**src/rtl/fir_coeff_loader.sv**
```systemverilog
// Purpose : streams N signed coefficients into the FIR top's SRAM update port
//           (update flag, active-low CS/WE, linear address, write data).
// Latency : beat accepted at edge t is strobed in cycle t+1; start->oDone = N+GUARD_CYCLES+2.
// Backpressure: oCoeffReady is high only in WRITE; stalls are unbounded, no timeout.
// Ports:
//   iClk12M, iRsn            clock, synchronous active-low reset
//   iStart, iNumOfCoeff      load request and tap count (sampled together in IDLE)
//   iAbort                   cancels a load in SETUP/WRITE/GUARD
//   iCoeffValid/Data, oCoeffReady   coefficient stream (valid/ready)
//   oCoeffUpdateFlag, oCsnRam, oWrnRam, oAddrRam, oWrDtRam   SRAM write port to FIR top
//   oNumOfCoeff              latched tap count
//   oBusy, oDone, oErr       status (oDone/oErr are 1-cycle pulses)
module fir_coeff_loader #(
  parameter int MAX_COEFF    = 40,
  parameter int ADDR_WIDTH   = 6,
  parameter int DATA_WIDTH   = 16,
  parameter int GUARD_CYCLES = 2
) (
  input  logic                  iClk12M,
  input  logic                  iRsn,
  input  logic                  iStart,
  input  logic                  iAbort,
  input  logic [ADDR_WIDTH-1:0] iNumOfCoeff,
  input  logic                  iCoeffValid,
  input  logic [DATA_WIDTH-1:0] iCoeffData,
  output logic                  oCoeffReady,
  output logic                  oCoeffUpdateFlag,
  output logic                  oCsnRam,
  output logic                  oWrnRam,
  output logic [ADDR_WIDTH-1:0] oAddrRam,
  output logic [DATA_WIDTH-1:0] oWrDtRam,
  output logic [ADDR_WIDTH-1:0] oNumOfCoeff,
  output logic                  oBusy,
  output logic                  oDone,
  output logic                  oErr
);

  localparam int GW = (GUARD_CYCLES > 1) ? $clog2(GUARD_CYCLES) : 1;

  typedef enum logic [2:0] {
    IDLE  = 3'd0,
    SETUP = 3'd1,
    WRITE = 3'd2,
    GUARD = 3'd3,
    DONE  = 3'd4
  } stateT;

  stateT                 state;
  stateT                 nextState;
  logic [ADDR_WIDTH-1:0] idx;
  logic [GW-1:0]         guardCnt;

  logic countOk;
  logic startOk;
  logic startBad;
  logic abortHit;
  logic accept;
  logic lastBeat;
  logic guardEnd;

  // Next values of the registered outputs, produced by the output process.
  logic flagNxt;
  logic strobeNxt;
  logic busyNxt;
  logic doneNxt;
  logic errNxt;

  assign countOk  = (iNumOfCoeff != '0) && (iNumOfCoeff <= ADDR_WIDTH'(MAX_COEFF));
  assign startOk  = (state == IDLE) && iStart && countOk;
  assign startBad = (state == IDLE) && iStart && !countOk;
  assign abortHit = iAbort && ((state == SETUP) || (state == WRITE) || (state == GUARD));
  assign accept   = (state == WRITE) && iCoeffValid;
  assign lastBeat = accept && (idx == (oNumOfCoeff - 1'b1));
  assign guardEnd = (guardCnt == GW'(GUARD_CYCLES - 1));

  assign oCoeffReady = (state == WRITE);

  // State register
  always_ff @(posedge iClk12M) begin
    if (!iRsn) begin
      state <= IDLE;
    end else begin
      state <= nextState;
    end
  end

  // Next-state logic
  always_comb begin
    nextState = state;
    case (state)
      IDLE:    if (startOk) nextState = SETUP;
      SETUP:   nextState = iAbort ? IDLE : WRITE;
      WRITE: begin
        if (iAbort)        nextState = IDLE;
        else if (lastBeat) nextState = GUARD;
      end
      GUARD: begin
        if (iAbort)        nextState = IDLE;
        else if (guardEnd) nextState = DONE;
      end
      DONE:    nextState = IDLE;
      default: nextState = IDLE;
    endcase
  end

  // Output logic: every output but oCoeffReady is registered, so this computes
  // the values they take after the coming edge.
  always_comb begin
    flagNxt   = (nextState == SETUP) || (nextState == WRITE) || (nextState == GUARD);
    // A beat taken in the abort cycle is consumed but never written.
    strobeNxt = accept && !iAbort;
    busyNxt   = (nextState != IDLE);
    doneNxt   = (nextState == DONE);
    errNxt    = startBad || abortHit;
  end

  // Output and datapath registers
  always_ff @(posedge iClk12M) begin
    if (!iRsn) begin
      oCoeffUpdateFlag <= 1'b0;
      oCsnRam          <= 1'b1;
      oWrnRam          <= 1'b1;
      oAddrRam         <= '0;
      oWrDtRam         <= '0;
      oNumOfCoeff      <= '0;
      oBusy            <= 1'b0;
      oDone            <= 1'b0;
      oErr             <= 1'b0;
      idx              <= '0;
      guardCnt         <= '0;
    end else begin
      oCoeffUpdateFlag <= flagNxt;
      oCsnRam          <= !strobeNxt;
      oWrnRam          <= !strobeNxt;
      oBusy            <= busyNxt;
      oDone            <= doneNxt;
      oErr             <= errNxt;

      if (startOk) begin
        oNumOfCoeff <= iNumOfCoeff;
        idx         <= '0;
      end else if (accept && !lastBeat) begin
        // Held on the last beat so the index never reaches N.
        idx <= idx + 1'b1;
      end

      // Address/data only move with a strobe; the SRAM ignores them otherwise.
      if (strobeNxt) begin
        oAddrRam <= idx;
        oWrDtRam <= iCoeffData;
      end

      if (state == GUARD) guardCnt <= guardCnt + 1'b1;
      else                guardCnt <= '0;
    end
  end

endmodule

```
**config.mk**
```make
export PLATFORM = sky130hd
export DESIGN_NAME = fir_coeff_loader
export DESIGN_NICKNAME = d
export VERILOG_FILES = /design/src/rtl/fir_coeff_loader.sv
export SDC_FILE = /design/constraint.sdc
export NUM_CORES = 1
export LEC_CHECK = 0
export ABC_AREA = 0
export BUFFER_PORTS_ARGS = -buffer_cell sky130_fd_sc_hd__buf_4
export CORE_ASPECT_RATIO = 0.6
export CORE_MARGIN = 10
export CORE_UTILIZATION = 44
export DETAILED_ROUTE_END_ITERATION = 8
export HOLD_SLACK_MARGIN = 0.15
export PLACE_DENSITY_LB_ADDON = 0.25
export SETUP_SLACK_MARGIN = 0.02
export SLEW_MARGIN = 20
export SYNTH_ARGS = -nofsm -noshare
export SYNTH_HDL_FRONTEND = slang
export SYNTH_SLANG_ARGS = --single-unit
```
**constraint.sdc**
```tcl
create_clock -name iClk12M -period 1.6 [get_ports iClk12M]
set_clock_uncertainty 0.15 [all_clocks]
set_input_delay 0.24 -clock iClk12M [delete_from_list [all_inputs] [get_ports iClk12M]]
set_output_delay 0.24 -clock iClk12M [all_outputs]
set_load 0.05 [all_outputs]
```
# Word-level counts from Yosys, hierarchy flattened
# Index checks and enable logic that the tools add are counted.
dict set report word_totals {
  ff_bits 43
  input_bits 27
}
dict set report classes {
  n_addsub 3
  n_lt_le_gt_ge 1
  eq_ne 8
  n_mux 7
  bitwise_logic 1
  n_reduce_logical 23
}
# operator n
set op_table {}
lappend op_table {{2-to-1 mux 3 bit} 5}
lappend op_table {{equality test 3 x 2 -> 1 bit, second input constant} 4}
lappend op_table {{case mux 3 bit (4 select lines)} 1}
lappend op_table {{logical AND 1 bit} 9}
lappend op_table {{adder 6 x 1 -> 6 bit, second input constant} 1}
lappend op_table {{equality test 3 x 1 -> 1 bit, second input constant} 2}
lappend op_table {{equality test 6 bit} 1}
lappend op_table {{less-or-equal comparator 6 bit, second input constant} 1}
lappend op_table {{nonzero test 6 bit} 1}
lappend op_table {{subtractor 6 x 1 -> 6 bit, second input constant} 1}
lappend op_table {{logical OR 1 bit} 5}
lappend op_table {{zero test 1 bit} 4}
lappend op_table {{equality test 3 bit, second input constant} 1}
lappend op_table {{zero test 3 bit} 1}
lappend op_table {{nonzero test 3 bit} 1}
lappend op_table {{2-to-1 mux 2 bit} 1}
lappend op_table {{AND reduction 2 bit} 1}
lappend op_table {{OR reduction 2 bit} 1}
lappend op_table {{adder 1 bit, second input constant} 1}
lappend op_table {{inverter 1 bit} 1}

# Longest topological paths before layout
dict set report depth {
  depth_word 9
  depth_mapped 7
}

# Least setup slack after synthesis
# Ideal clock, no wire load.
dict set report synth_timing {
  path_type {reg-to-reg}
  start {register oNumOfCoeff[0]}
  end {register idx[2]}
  setup_ns 0.121
  t_arrival_ns 1.871
  required_time_ns 1.329
  slack_ns -0.543
  path_stages_with_launch 8
  n_path_buf 0
  cell_sequence {dfxtp_1 -> inv_1 -> ha_1 -> xnor3_1 -> a32oi_1 -> nor3b_2 -> a21oi_1 -> mux2i_1}
}
dict set report synth_via {
  elab_chain_cells 5
}
# item line_no
set synth_lines {}
lappend synth_lines {{start, declared} 32} ;# output logic [ADDR_WIDTH-1:0] oNumOfCoeff,
lappend synth_lines {{start signal, assigned} 140} ;# oNumOfCoeff <= iNumOfCoeff;
lappend synth_lines {{subtractor 6 x 1 -> 6 bit} 73} ;# assign lastBeat = accept && (idx == (oNumOfCoeff - 1'b1));
lappend synth_lines {{equality test 6 bit} 73}
lappend synth_lines {{logical AND 1 bit} 73}
lappend synth_lines {{zero test 1 bit} 142} ;# end else if (accept && !lastBeat) begin
lappend synth_lines {{logical AND 1 bit} 142}
lappend synth_lines {{end signal, assigned} 144} ;# idx <= idx + 1'b1;
lappend synth_lines {{end, declared} 50} ;# logic [ADDR_WIDTH-1:0] idx;
# Every way passes these cells.
# A chain may end at the register's enable or synchronous reset.

# Worst setup path in the final report
dict set report layout_timing {
  start {register oNumOfCoeff[0]}
  end {register idx[4]}
}
# Same word-level chain as after synthesis.

==> results.md <==
- Status: complete, but fails checks
- Failing checks: negative setup slack
- GRT met1 Usage: 18.75%
- Largest net degree at the start of global routing: 34
- I/O pin count: 62
- Count of cell types in the netlist: 36
- Clk pin slew, worst setup/hold paths: 80 ps
- Final setup TNS: -1175 ps
- Routability Congestion: 0.8061
- Syn Inst Count: 213
- Non-Filler Instances: 359
- Multi-input gate area: 989.7 µm²
- Register-to-Register Path Depth: 8
- Row count: 17
- Post-route ant nets: 0
- CTS tree: built
- Slew of the pin with the lowest slew margin: 371.8 ps
- CP Class: flip-flop to flip-flop
- Setup violators final: 7
- Sequential area share after synthesis: 47.35%
- Busiest grt layer: met2
- Mean Syn Cell Area: 8.535 µm²
- Final period util: 111.2%
- Worst Setup End Kind: flip-flop
- Minimum clock period: 1780 ps
- CP delay by family, top: flip-flops
- Area Growth Syn to Fin: 59.53%
- Crit path DAT: 1840 ps
- Worst setup margin: -179.6 ps
- Final Cell Area: 2900 µm²
- Drt initial violations: 105
- Reg area: 877.1 µm²
- Clock buffer count from CTS: 5
- Htree depth: 2
- HPWL Detailed: 3.758 mm
- CP Max Fanout: 5
- Max cap viols: 0
- Hold path depth: 3
- Number of flops mapped to enable cells by yosys: 0
- GR Util met2: 23.42%
- Clock Tree Buf Depth: 2
- Crit path required time: 1660 ps
- Remaining Overflow, GRT: 0
- Die H: 69.79 µm
- Skew-Pair Late Insertion Delay: 290 ps
- PD cells: 803.3 nW/µm²
- Vias/cell: 5.125
- Fill count: 280
- Width of the die: 103.0 µm
- Initial antenna violation count: 0
- Final hold violation count: 0
- CP Cell Sequence: inv_4, ha_4, xnor3_1, a32oi_2, nor3b_4, buf_6, a21oi_4, mux2i_1
- Leak Pwr: 1.194 nW
- Placed insts: 325
- Crit path max-delay cell type: dfxtp_4
- Worst hold-check path type: primary input to flip-flop
- Synthesized flop and latch total: 43
- Synth warn: 0
- DR pass1 iterations: 5
- Synth Net Count: 242
- Initial core utilization: 47.48%
- Drt drc: 0
- Port bufs: 61
- Worst path bufs/invs: 2
- Final WL: 5.530 mm
- First-pass GRT wire length: 8.645 mm
- Vias in the first global route: 1730
- Largest stage delay, worst path: 370 ps
- N_diodes: 0
- Full die area: 7187 µm²
- RSZ-0062 raised after global routing: true
- CTS sink cnt: 43
- Max Slew Vio Count: 0
- FFs w/ async S/R, synth: 0%
- Slew HR: 75.21%
- Share of cells above drive strength 1: 36.22%
- Worst VDD drop: 689.5 µV
- Final core occ: 75.75%
- Synthesized area: 1818 µm²
- Total Power: 2.330 mW
- Via count: 1840
- Final #Nets: 340
- Met3 usage: 5.754%
- Kind of start point of the critical path: flip-flop
- Gr usage total: 14.75%
- Max Fclk: 561.9 MHz
- Root Driver: clkbuf_8
- Stages on the worst setup path: 8
- Dpl cell area: 2472 µm²
- Core Area: 3829 µm²
- Post-DR wirelength/cell: 15.40 µm
- Predominant post-synthesis flop cell: dfxtp_1
## kinds of logic (layout without fill, tap and decap cells)
family / Yosys count / in the layout / synth area share [%]
xor+xnor: 6 / 6 / 3.648
flops: 43 / 43 / 47.35
fa+ha+maj: 2 / 2 / 1.376
mux: 12 / 12 / 6.607
buf+inv: 15 / 114 / 3.579
compound gates: 38 / 38 / 11.84
simple gates: 97 / 97 / 25.60
## repair_timing
item | CTS | global route
pin swaps | 4 | 10
setup buffers | 0 | 3
hold buffers | 25 | 0
endpoints found under the hold margin | 26 | 0
setup endpoints to repair | 7 | 28
resized for setup | 4 | 9
## where the power goes
part | switching, mW | total (mW) | internal [mW] | leakage, nW
clock | 0.348 | 0.815 | 0.467 | 0.0524
sequential | 0.0212 | 1.11 | 1.09 | 0.352
combinational | 0.208 | 0.404 | 0.196 | 0.789
## worst reg2reg max path: stages, from the launching register on
cell	delay [ps]
dfxtp_4	370
inv_4	60
ha_4	130
xnor3_1	220
a32oi_2	220
nor3b_4	80
buf_6	150
a21oi_4	140
mux2i_1	200
## stage by stage
stage / hold slack [ps] / setup WS (ps)
5_1_grt: 162.0 / -266.1
6_report: 161.9 / -179.6
2_1_floorplan: 158.7 / -210.0
3_3_place_gp: 288.7 / -119.9
4_1_cts: 156.0 / -169.2
3_5_place_dp: 295.0 / -178.3
## synthesized netlist by cell type, drive strengths merged (3+ instances only)
| master | number | area [µm²] |
|---|---|---|
| nand4 | 3 | 18.77 |
| xnor2 | 3 | 26.28 |
| nor3 | 4 | 20.02 |
| clkbuf | 6 | 22.52 |
| nor2 | 12 | 47.55 |
| a21oi | 30 | 153.9 |
| mux2i | 12 | 120.1 |
| nand3 | 9 | 45.04 |
| nand2 | 51 | 191.4 |
| nor3b | 4 | 40.03 |
| buf | 5 | 27.53 |
| inv | 3 | 11.26 |
| nand3b | 5 | 37.54 |
| dfxtp | 43 | 860.8 |
## layout by cell type, fill, tap and decap left out, types with 2 or more instances in the layout
master	n
or3_1	2
inv_4	2
a31oi_1	2
nand3b_1	5
nand2_1	50
xnor2_1	3
nor2_4	2
dfxtp_1	34
buf_6	2
a21oi_2	3
dlygate4sd3_1	25
nor3b_4	2
a21oi_1	25
nor3_1	3
xor2_1	2
nand3_1	8
dfxtp_4	2
clkbuf_8	5
dfxtp_2	7
buf_4	74
clkbuf_1	2
nor2_1	10
mux2i_1	12
nand4_1	3
nor3b_1	2
a21oi_4	2
nor2b_1	2
## sequential cells by signal, summed over array words and instances (netlist names)
name	cells
state	3
oBusy	1
oWrDtRam	16
oAddrRam	6
oErr	1
oCoeffUpdateFlag	1
guardCnt	1
idx	6
oWrnRam	1
oDone	1
oNumOfCoeff	6
## layout make-up
type                    count  share of cell area, %
multi-input cells         155                  34.12
well taps                  47                  2.028
inverters                   4                 0.6903
clock buffers               7                  2.632
repair buffers            102                  29.25
flip-flops and latches     43                  30.24
clock inverters             1                  1.035
## metal layers
metal	part of all wire [%]	up-vias	wire length [µm]
li1	-	919	-
met1	44	853	2439
met2	47	62	2619
met3	8.0	6	444
met4	0.47	0	26
met5	0	-	0
## path summary, 6_finish.rpt
kind | startpoint | to | slack (ps)
setup / recovery | oNumOfCoeff[0] | idx[4] | -180
hold / removal | iRsn | idx[1] | 160
setup reg to reg | oNumOfCoeff[0] | idx[4] | -180
hold reg to reg | oWrDtRam[4] | oWrDtRam[4] | 300
(Power assumes the default switching activity.)
